[src/rtl/cpu_pkg.sv]
// Shared CPU constants: forward-select codes, ALU opcode width, link register number.
package cpu_pkg;

    localparam int ALUC_W = 4;

    localparam logic [1:0] FWD_RF  = 2'd0;
    localparam logic [1:0] FWD_MEM = 2'd1;
    localparam logic [1:0] FWD_WB  = 2'd2;

    // jal writes its link address to r31; the destination mux lives upstream in ID.
    localparam logic [4:0] REG_RA = 5'd31;

endpackage

[src/rtl/fwd_mux.sv]
// Forwarding operand select; combinational, no flow control.
// The reserved code 2'b11 falls back to the register-file value.
module fwd_mux
    import cpu_pkg::*;
#(
    parameter int WIDTH = 32
)(
    input  logic [1:0]       sel,
    input  logic [WIDTH-1:0] rf,
    input  logic [WIDTH-1:0] mem,
    input  logic [WIDTH-1:0] wb,
    output logic [WIDTH-1:0] q
);

    always_comb begin
        q = rf;
        case (sel)
            FWD_MEM: q = mem;
            FWD_WB:  q = wb;
            default: q = rf;
        endcase
    end

endmodule

[src/rtl/pipe_idexe.sv]
// ID/EXE register and EXE operand stage; outputs appear one cycle after capture, operands combinational.
// No handshake: stall holds every register, bubble loads a NOP. Forwarding muxes exist only under PIPE_FWD_EN.
module pipe_idexe
    import cpu_pkg::*;
#(
    parameter int WIDTH = 32,
    parameter int RNW   = 5
)(
    input  logic              clk,
    input  logic              clrn,
    input  logic              stall,
    input  logic              bubble,
    input  logic              d_wreg,
    input  logic              d_m2reg,
    input  logic              d_wmem,
    input  logic              d_aluimm,
    input  logic              d_shift,
    input  logic              d_jal,
    input  logic [ALUC_W-1:0] d_aluc,
    input  logic [RNW-1:0]    d_rn,
    input  logic [WIDTH-1:0]  d_qa,
    input  logic [WIDTH-1:0]  d_qb,
    input  logic [WIDTH-1:0]  d_imm,
    input  logic [WIDTH-1:0]  d_pc4,
    input  logic [1:0]        d_fwda,
    input  logic [1:0]        d_fwdb,
    input  logic [WIDTH-1:0]  m_alu,
    input  logic [WIDTH-1:0]  w_data,
    output logic [WIDTH-1:0]  e_a,
    output logic [WIDTH-1:0]  e_b,
    output logic [ALUC_W-1:0] e_aluc,
    output logic              e_wreg,
    output logic              e_m2reg,
    output logic              e_wmem,
    output logic              e_jal,
    output logic [RNW-1:0]    e_rn,
    output logic [WIDTH-1:0]  e_sdata,
    output logic [WIDTH-1:0]  e_pc8
);

    logic              wreg, m2reg, wmem, aluimm, shift, jal;
    logic [ALUC_W-1:0] aluc;
    logic [RNW-1:0]    rn;
    logic [WIDTH-1:0]  qa, qb, imm, pc4;
    logic [WIDTH-1:0]  fa, fb;

    // A bubble zeroes every field, so a killed slot looks exactly like the reset state.
    always_ff @(posedge clk or negedge clrn) begin
        if (!clrn) begin
            wreg   <= 1'b0;
            m2reg  <= 1'b0;
            wmem   <= 1'b0;
            aluimm <= 1'b0;
            shift  <= 1'b0;
            jal    <= 1'b0;
            aluc   <= '0;
            rn     <= '0;
            qa     <= '0;
            qb     <= '0;
            imm    <= '0;
            pc4    <= '0;
        end else if (!stall) begin
            wreg   <= d_wreg   & ~bubble;
            m2reg  <= d_m2reg  & ~bubble;
            wmem   <= d_wmem   & ~bubble;
            aluimm <= d_aluimm & ~bubble;
            shift  <= d_shift  & ~bubble;
            jal    <= d_jal    & ~bubble;
            aluc   <= bubble ? '0 : d_aluc;
            rn     <= bubble ? '0 : d_rn;
            qa     <= bubble ? '0 : d_qa;
            qb     <= bubble ? '0 : d_qb;
            imm    <= bubble ? '0 : d_imm;
            pc4    <= bubble ? '0 : d_pc4;
        end
    end

`ifdef PIPE_FWD_EN
    logic [1:0] fwda, fwdb;

    always_ff @(posedge clk or negedge clrn) begin
        if (!clrn) begin
            fwda <= FWD_RF;
            fwdb <= FWD_RF;
        end else if (!stall) begin
            fwda <= bubble ? FWD_RF : d_fwda;
            fwdb <= bubble ? FWD_RF : d_fwdb;
        end
    end

    fwd_mux #(.WIDTH(WIDTH)) u_fwd_a (.sel(fwda), .rf(qa), .mem(m_alu), .wb(w_data), .q(fa));
    fwd_mux #(.WIDTH(WIDTH)) u_fwd_b (.sel(fwdb), .rf(qb), .mem(m_alu), .wb(w_data), .q(fb));
`else
    // Without forwarding the hazard unit stalls on every RAW, so these inputs carry nothing useful.
    logic unused_fwd;
    assign unused_fwd = ^{d_fwda, d_fwdb, m_alu, w_data};
    assign fa = qa;
    assign fb = qb;
`endif

    assign e_a     = shift  ? {{(WIDTH-5){1'b0}}, imm[10:6]} : fa;
    assign e_b     = aluimm ? imm : fb;
    assign e_sdata = fb;
    assign e_pc8   = pc4 + WIDTH'(4);
    assign e_aluc  = aluc;
    assign e_wreg  = wreg;
    assign e_m2reg = m2reg;
    assign e_wmem  = wmem;
    assign e_jal   = jal;
    assign e_rn    = rn;

endmodule
[config.mk]
export PLATFORM = sky130hd
export DESIGN_NAME = pipe_idexe
export DESIGN_NICKNAME = d
export VERILOG_FILES = /design/src/rtl/cpu_pkg.sv /design/src/rtl/fwd_mux.sv /design/src/rtl/pipe_idexe.sv
export SDC_FILE = /design/constraint.sdc
export NUM_CORES = 1
export LEC_CHECK = 0
export ABC_AREA = 1
export CORE_AREA = 2 2 140 142
export DETAILED_ROUTE_END_ITERATION = 10
export DIE_AREA = 0 0 142 144
export PLACE_DENSITY = 0.86
export SYNTH_ARGS = -nofsm -noshare
export SYNTH_HDL_FRONTEND = slang
export SYNTH_SLANG_ARGS = --single-unit
[constraint.sdc]
create_clock -name clk -period 1.7 [get_ports clk]
set_input_delay 0.34 -clock clk [delete_from_list [all_inputs] [get_ports clk]]
set_output_delay 0.34 -clock clk [all_outputs]
set_load 0.01 [all_outputs]
==> results of run 1 <==
## cells in the mapped netlist
| cell type | n | share of area, % |
|---|---|---|
| and2_1 | 3 | 0.27 |
| buf_1 | 7 | 0.38 |
| buf_2 | 16 | 1.1 |
| buf_4 | 13 | 1.4 |
| clkbuf_1 | 23 | 1.2 |
| dfrtp_1 | 143 | 51 |
| ha_1 | 1 | 0.18 |
| inv_1 | 91 | 4.9 |
| inv_2 | 2 | 0.11 |
| nand2_1 | 237 | 13 |
| nand2_2 | 3 | 0.27 |
| nand2_4 | 1 | 0.16 |
| nand3_1 | 157 | 11 |
| nor2_1 | 56 | 3.0 |
| nor2_2 | 5 | 0.45 |
| nor2_4 | 5 | 0.81 |
| o21ai_0 | 120 | 8.6 |
| xor2_1 | 15 | 1.9 |
## kinds of logic (layout without fill, tap and decap cells)
logic type / count (synthesis) / count (layout) / synth area share, %
compound gates: 120 / 120 / 8.60
xor+xnor: 15 / 15 / 1.88
fa+ha+maj: 1 / 1 / 0.179
buf+inv: 152 / 517 / 9.15
flops: 143 / 143 / 51.2
simple gates: 467 / 467 / 29.0
## critical path, stage by stage, from the launching register on
cell and delay [ps]:
dfrtp_1 400, ha_4 180, nand2_4 60, nor2_4 140, nand2_4 110, nor2_4 140, buf_6 110, buf_6 80
xor2_1 130, buf_2 140
## registers in the layout (all words and copies together) (netlist names)
name,flops
aluimm,1
e_aluc,4
e_jal,1
e_m2reg,1
e_rn,5
e_sdata,32
e_wmem,1
e_wreg,1
fa,32
imm,32
pc4,32
shift,1
## worst max-delay path by stage
stage / from / endpoint / slack (ps) / depth (start not counted)
floorplan: pc4[3] / e_pc8[18] / 120 / 6
global placement: pc4[2] / e_pc8[18] / -390 / 7
detailed placement: pc4[2] / e_pc8[18] / -470 / 7
CTS: pc4[3] / e_pc8[11] / -570 / 8
global route: pc4[3] / e_pc8[18] / -620 / 9
finish: pc4[2] / e_pc8[18] / -530 / 9
## area by class of cell
class                      count  area (µm²)  area share (%)
timing repair buffer         392        3930            32.1
sequential                   143        3580            29.2
multi-input combinational    603        3420            27.9
clock buffer                  18         439            3.58
inverter                      93         357            2.91
tap                          238         298            2.43
clock inverter                14         224            1.83
## where the power goes
group	internal (mW)	leakage [nW]	switching [mW]	total [mW]
Clock	2.68	0.328	1.58	4.26
Sequential	3.67	1.86	0.191	3.86
Combinational	1.21	4.09	1.16	2.37
Total	7.55	6.27	2.93	10.5
## through the flow
stage	util, %	power, mW	TNS, ps	instances
after global routing	64.2	10.9	-22380	1501
after detailed placement	54.5	5.90	-9520	1417
after CTS	60.5	10.3	-22990	1493
after floorplan	-	4.59	0	898
after global placement	54.5	5.85	-7980	1417
final	64.2	10.5	-17680	1501
## metal layers
layer  vias to the layer above  share of wire (%)  track usage (%)
met4                         0                3.7             11.5
li1                       3562                  -                -
met2                       354                 51             40.6
met1                      3656                 39             29.3
met3                        75                6.7             6.62
met5                         -                  0                0
## what timing repair did
item / 4_1_cts / 5_1_grt
endpoints found under the hold margin: 29 / 0
setup endpoints to repair: 97 / 120
hold buffers: 1 / 0
resized for setup: 541 / 185
setup buffers: 34 / 13
gates cloned: 10 / 2
pin swaps: 49 / 52
==> flow_summary_export.csv, run 1 <==
group,metric,value,unit
sta,worst_slew_pin_slew,739,ps
floorplanning,coreArea,19100,µm²
synthesis,yosysSeqAreaShare,51.2,%
global_routing,grt_pass1_wl,38500,µm
detailed_routing,drt.antenna.violating_nets,0,
cts,cts.reportedPaths.clkPinSlew,60,ps
synthesis,netlist_area,6980,µm²
placed_design,pre_cts_slack,-466,ps
sta,min_period,2230,ps
synthesis,ys_ff_latch,143,
layout,stdcell_area,12300,µm²
worst_setup_path,end_kind,"output port",
cts,cts-buffers-inserted,17,
layout,final_common_cell,"nand2_1",
status,status,"complete, but fails checks",
power,p_per_area,856,nW/µm²
layout,syn2layout_area_growth,75.4,%
layout,layout_common_cells,"194 x nand2_1, 161 x clkdlybuf4s50_1, 156 x nand3_1",
worst_setup_path,reg2reg_depth,7,
status,violations,"negative setup slack",
cts,htree_levels,4,
power,ir_worst_vdd,0.000650,V
global_routing,antenna_found_initial,0,
cts,tritoncts,"built",
global_routing,track_usage,24.3,%
worst_setup_path,cp_max_fo,3,
synthesis,synthesis.nets,1114,
layout,fillers,1481,
detailed_routing,avgRoutedWirePerCell,17.5,µm
sta,drv_slew,0,
synthesis,avgSynthCellArea,7.78,µm²
detailed_routing,wl,26200,µm
cts,cts.sinks,143,
floorplanning,initial_utilization,36.6,%
global_routing,grt_pass1_vias,7533,
worst_setup_path,rrSetupSlack,420,ps
layout,nNetsFinal,1466,
worst_setup_path,arrival,1890,ps
hold_path,hold_path.class,"primary input to async pin",
sta,relSlewSlack,50.8,%
sta,fin_crit_sh,131,%
worst_setup_path,critPathLaunchType,"register",
placed_design,dpl.hpwl,16100,µm
detailed_routing,dr.pass1.iters,8,
floorplanning,die_h,144,µm
floorplanning,dieWidth,142,µm
floorplanning,die_area,20400,µm²
worst_setup_path,reg2reg_to,"shift",
sta,finalHoldViolations,0,
cts,clock-root-buffer,"clkbuf_16",
flow_run,cap_violations,0,
detailed_routing,drc_errors,0,
synthesis,ys_types,18,
global_routing,gr-total-overflow,0,
sta,finalSetupViolCount,78,
placed_design,place_area,10400,µm²
worst_setup_path,path_class,"register to output port",
sta,hold_ws,391,ps
synthesis,syn_inst,898,
floorplanning,boundaryPins,356,
detailed_routing,viasPerCell,5.09,
sta,rsz0062_at_grt,"true",
placed_design,io_buffers,287,
layout,n_antenna_cell,0,
sta,fin_ws,-529,ps
cts,clock_latency,420,ps
detailed_routing,drtIter0Drc,511,
placed_design,gp_congestion,0.871,
sta,timing.fmax,449,MHz
detailed_routing,vias,7647,
sta,fin_skew,0,ps
cts,clockBufferDepth,2,
worst_setup_path,critPathRequiredTime,1360,ps
power,power_leakage,6.27,nW
worst_setup_path,r2r-start,"shift",
synthesis,yosys_warnings,0,
floorplanning,rows,51,
layout,drive_gt1_share,29.1,%
global_routing,grt_max_degree,61,
Note: power is estimated with default switching activity, not from simulation.
==> inputs of run 2 (changes only) <==
Settings changed: CORE_AREA 2 2 140 142 to 2 2 138 140, DIE_AREA 0 0 142 144 to 0 0 140 142, DONT_BUFFER_PORTS set to 1, PLACE_DENSITY 0.86 to 0.63.
==> flow_summary_export.csv, run 2 (same netlist as run 1, synthesis figures left out) <==
group,metric,value,unit
worst_setup_path,crit_top_cell,"nand2_4",
floorplanning,die_area,19900,µm²
floorplanning,boundaryPins,356,
sta,timing.fmax,486,MHz
detailed_routing,wl,20400,µm
sta,worst_slew_pin_slew,365,ps
sta,tns,-9780,ps
global_routing,met2_usage,30.9,%
global_routing,grt_use_met3,5.92,%
sta,rsz0062_at_grt,"true",
worst_setup_path,cp_max_fo,4,
global_routing,grt_util_met1,25.3,%
cts,tritoncts,"built",
power,ir_worst_vdd,0.000553,V
worst_setup_path,crit_family,"flip-flops",
power,seqPwrFrac,44.8,%
global_routing,busiest_layer,"met2",
layout,nNetsFinal,1123,
layout,fin_util,48.0,%
detailed_routing,viasPerCell,5.18,
sta,drv_slew,0,
power,p_sw_share,30.8,%
worst_setup_path,crit_chain,"ha_4, nand2_4, nor2_4, nand2_4, buf_4, buf_6, xor2_4",
cts,cts.reportedPaths.clkPinSlew,70,ps
floorplanning,initial_utilization,37.8,%
sta,fin_crit_sh,121,%
detailed_routing,drt.antenna.violating_nets,0,
global_routing,grt_pass1_vias,5782,
detailed_routing,vias,5983,
global_routing,gr-total-overflow,0,
worst_setup_path,critPathRequiredTime,1360,ps
sta,finalSetupViolCount,50,
worst_setup_path,crit_path_max_incr_delay,410,ps
sta,min_period,2060,ps
power,p_switching,2.70,mW
cts,clock-root-buffer,"clkbuf_16",
cts,clock_latency,420,ps
layout,n_antenna_cell,0,
power,internal_power,6.06,mW
worst_setup_path,arrival,1720,ps
detailed_routing,drtIter0Drc,327,
sta,fin_skew,0,ps
flow_run,cap_violations,0,
sta,relSlewSlack,75.7,%
status,violations,"design-rule violations, negative hold slack, negative setup slack",
layout,layout_common_cells,"197 x nand2_1, 156 x nand3_1, 133 x dfrtp_1",
detailed_routing,avgRoutedWirePerCell,17.7,µm
cts,cts-buffers-inserted,17,
hold_path,hold_path.class,"primary input to async pin",
layout,multiInputGateArea,3490,µm²
sta,fin_ws,-356,ps
cts,htree_levels,4,
layout,drive_gt1_share,23.3,%
floorplanning,rows,50,
worst_setup_path,worst-path-buf-inv,2,
layout,instances_no_fill,1154,
power,p_comb_share,13.7,%
floorplanning,die_h,142,µm
status,status,"complete, but fails checks",
worst_setup_path,reg2reg_depth,3,
floorplanning,dieWidth,140,µm
power,p_per_area,988,nW/µm²
layout,fillers,1738,
placed_design,io_buffers,0,
detailed_routing,dr.pass1.iters,9,
worst_setup_path,critPathLaunchType,"register",
layout,final_common_cell,"nand2_1",
worst_setup_path,end_kind,"output port",
floorplanning,coreArea,18500,µm²
placed_design,pre_cts_slack,7.81,ps
placed_design,dpl.hpwl,13200,µm
layout,register_area,3590,µm²
cts,cts.sinks,143,
worst_setup_path,slowest_stage,"dfrtp_1",
power,power_leakage,4.15,nW
global_routing,grt_pass1_wl,30500,µm
worst_setup_path,path_class,"register to output port",
power,clockPowerShare,41.5,%
layout,syn2layout_area_growth,27.0,%
placed_design,gp_congestion,0.867,
placed_design,dp_cells,1099,
worst_setup_path,cp_num_cells,7,
sta,finalHoldViolations,143,
detailed_routing,drc_errors,13,
sta,hold_ws,-385,ps
global_routing,grt_max_degree,144,
cts,clockBufferDepth,2,
global_routing,track_usage,19.4,%
global_routing,antenna_found_initial,0,
run 2: layer usage:
metal / up-vias / share of wire (%)
met1: 2853 / 43
met3: 37 / 6.7
met2: 229 / 49
li1: 2864 / -
met4: 0 / 2.2
met5: - / 0
run 2: per-stage QoR:
stage,power [mW],cell area [µm²]
3_3_place_gp,4.81,7250
2_1_floorplan,4.59,6980
4_1_cts,8.57,8200
6_report,8.76,8870
3_5_place_dp,4.83,7250
5_1_grt,9.16,8870
run 2: timing repair:
action,4_1_cts,5_1_grt
gates resized for setup,93,130
pin swaps,21,25
endpoints found under the setup margin,61,69
buffers inserted,12,7
endpoints found under the hold margin,143,143
gates cloned,0,6
run 2: worst paths after layout:
check | from | end | slack [ps]
worst max-delay path | pc4[3] | e_pc8[10] | -360
worst min-delay path | clrn | pc4[20] | -380
worst max register to register | pc4[10] | pc4[10] | 740
worst min register to register | imm[0] | imm[0] | 470
max in group asynchronous | clrn | pc4[16] | 1720
min in group clk | stall | e_jal | 40
run 2: power groups by stage:
stage          combinational, mW  sequential, mW  clock [mW]
3_5_place_dp               0.874            3.96           0
2_1_floorplan              0.694            3.90           0
6_report                    1.20            3.93        3.64
4_1_cts                    0.953            3.90        3.71
3_3_place_gp               0.858            3.95           0
5_1_grt                     1.31            3.96        3.89
run 2: area by class of cell:
type	instances	share of cell area [%]
inverters	93	4.02
multi-input cells	603	39.3
repair buffers	49	6.41
clock inverters	15	1.64
flip-flops and latches	143	40.5
well taps	234	3.30
clock buffers	17	4.80
run 2: worst register-to-register path, stage by stage (launching register included):
cell	delay, ps
dfrtp_1	430
buf_4	150
inv_1	140
o21ai_0	110
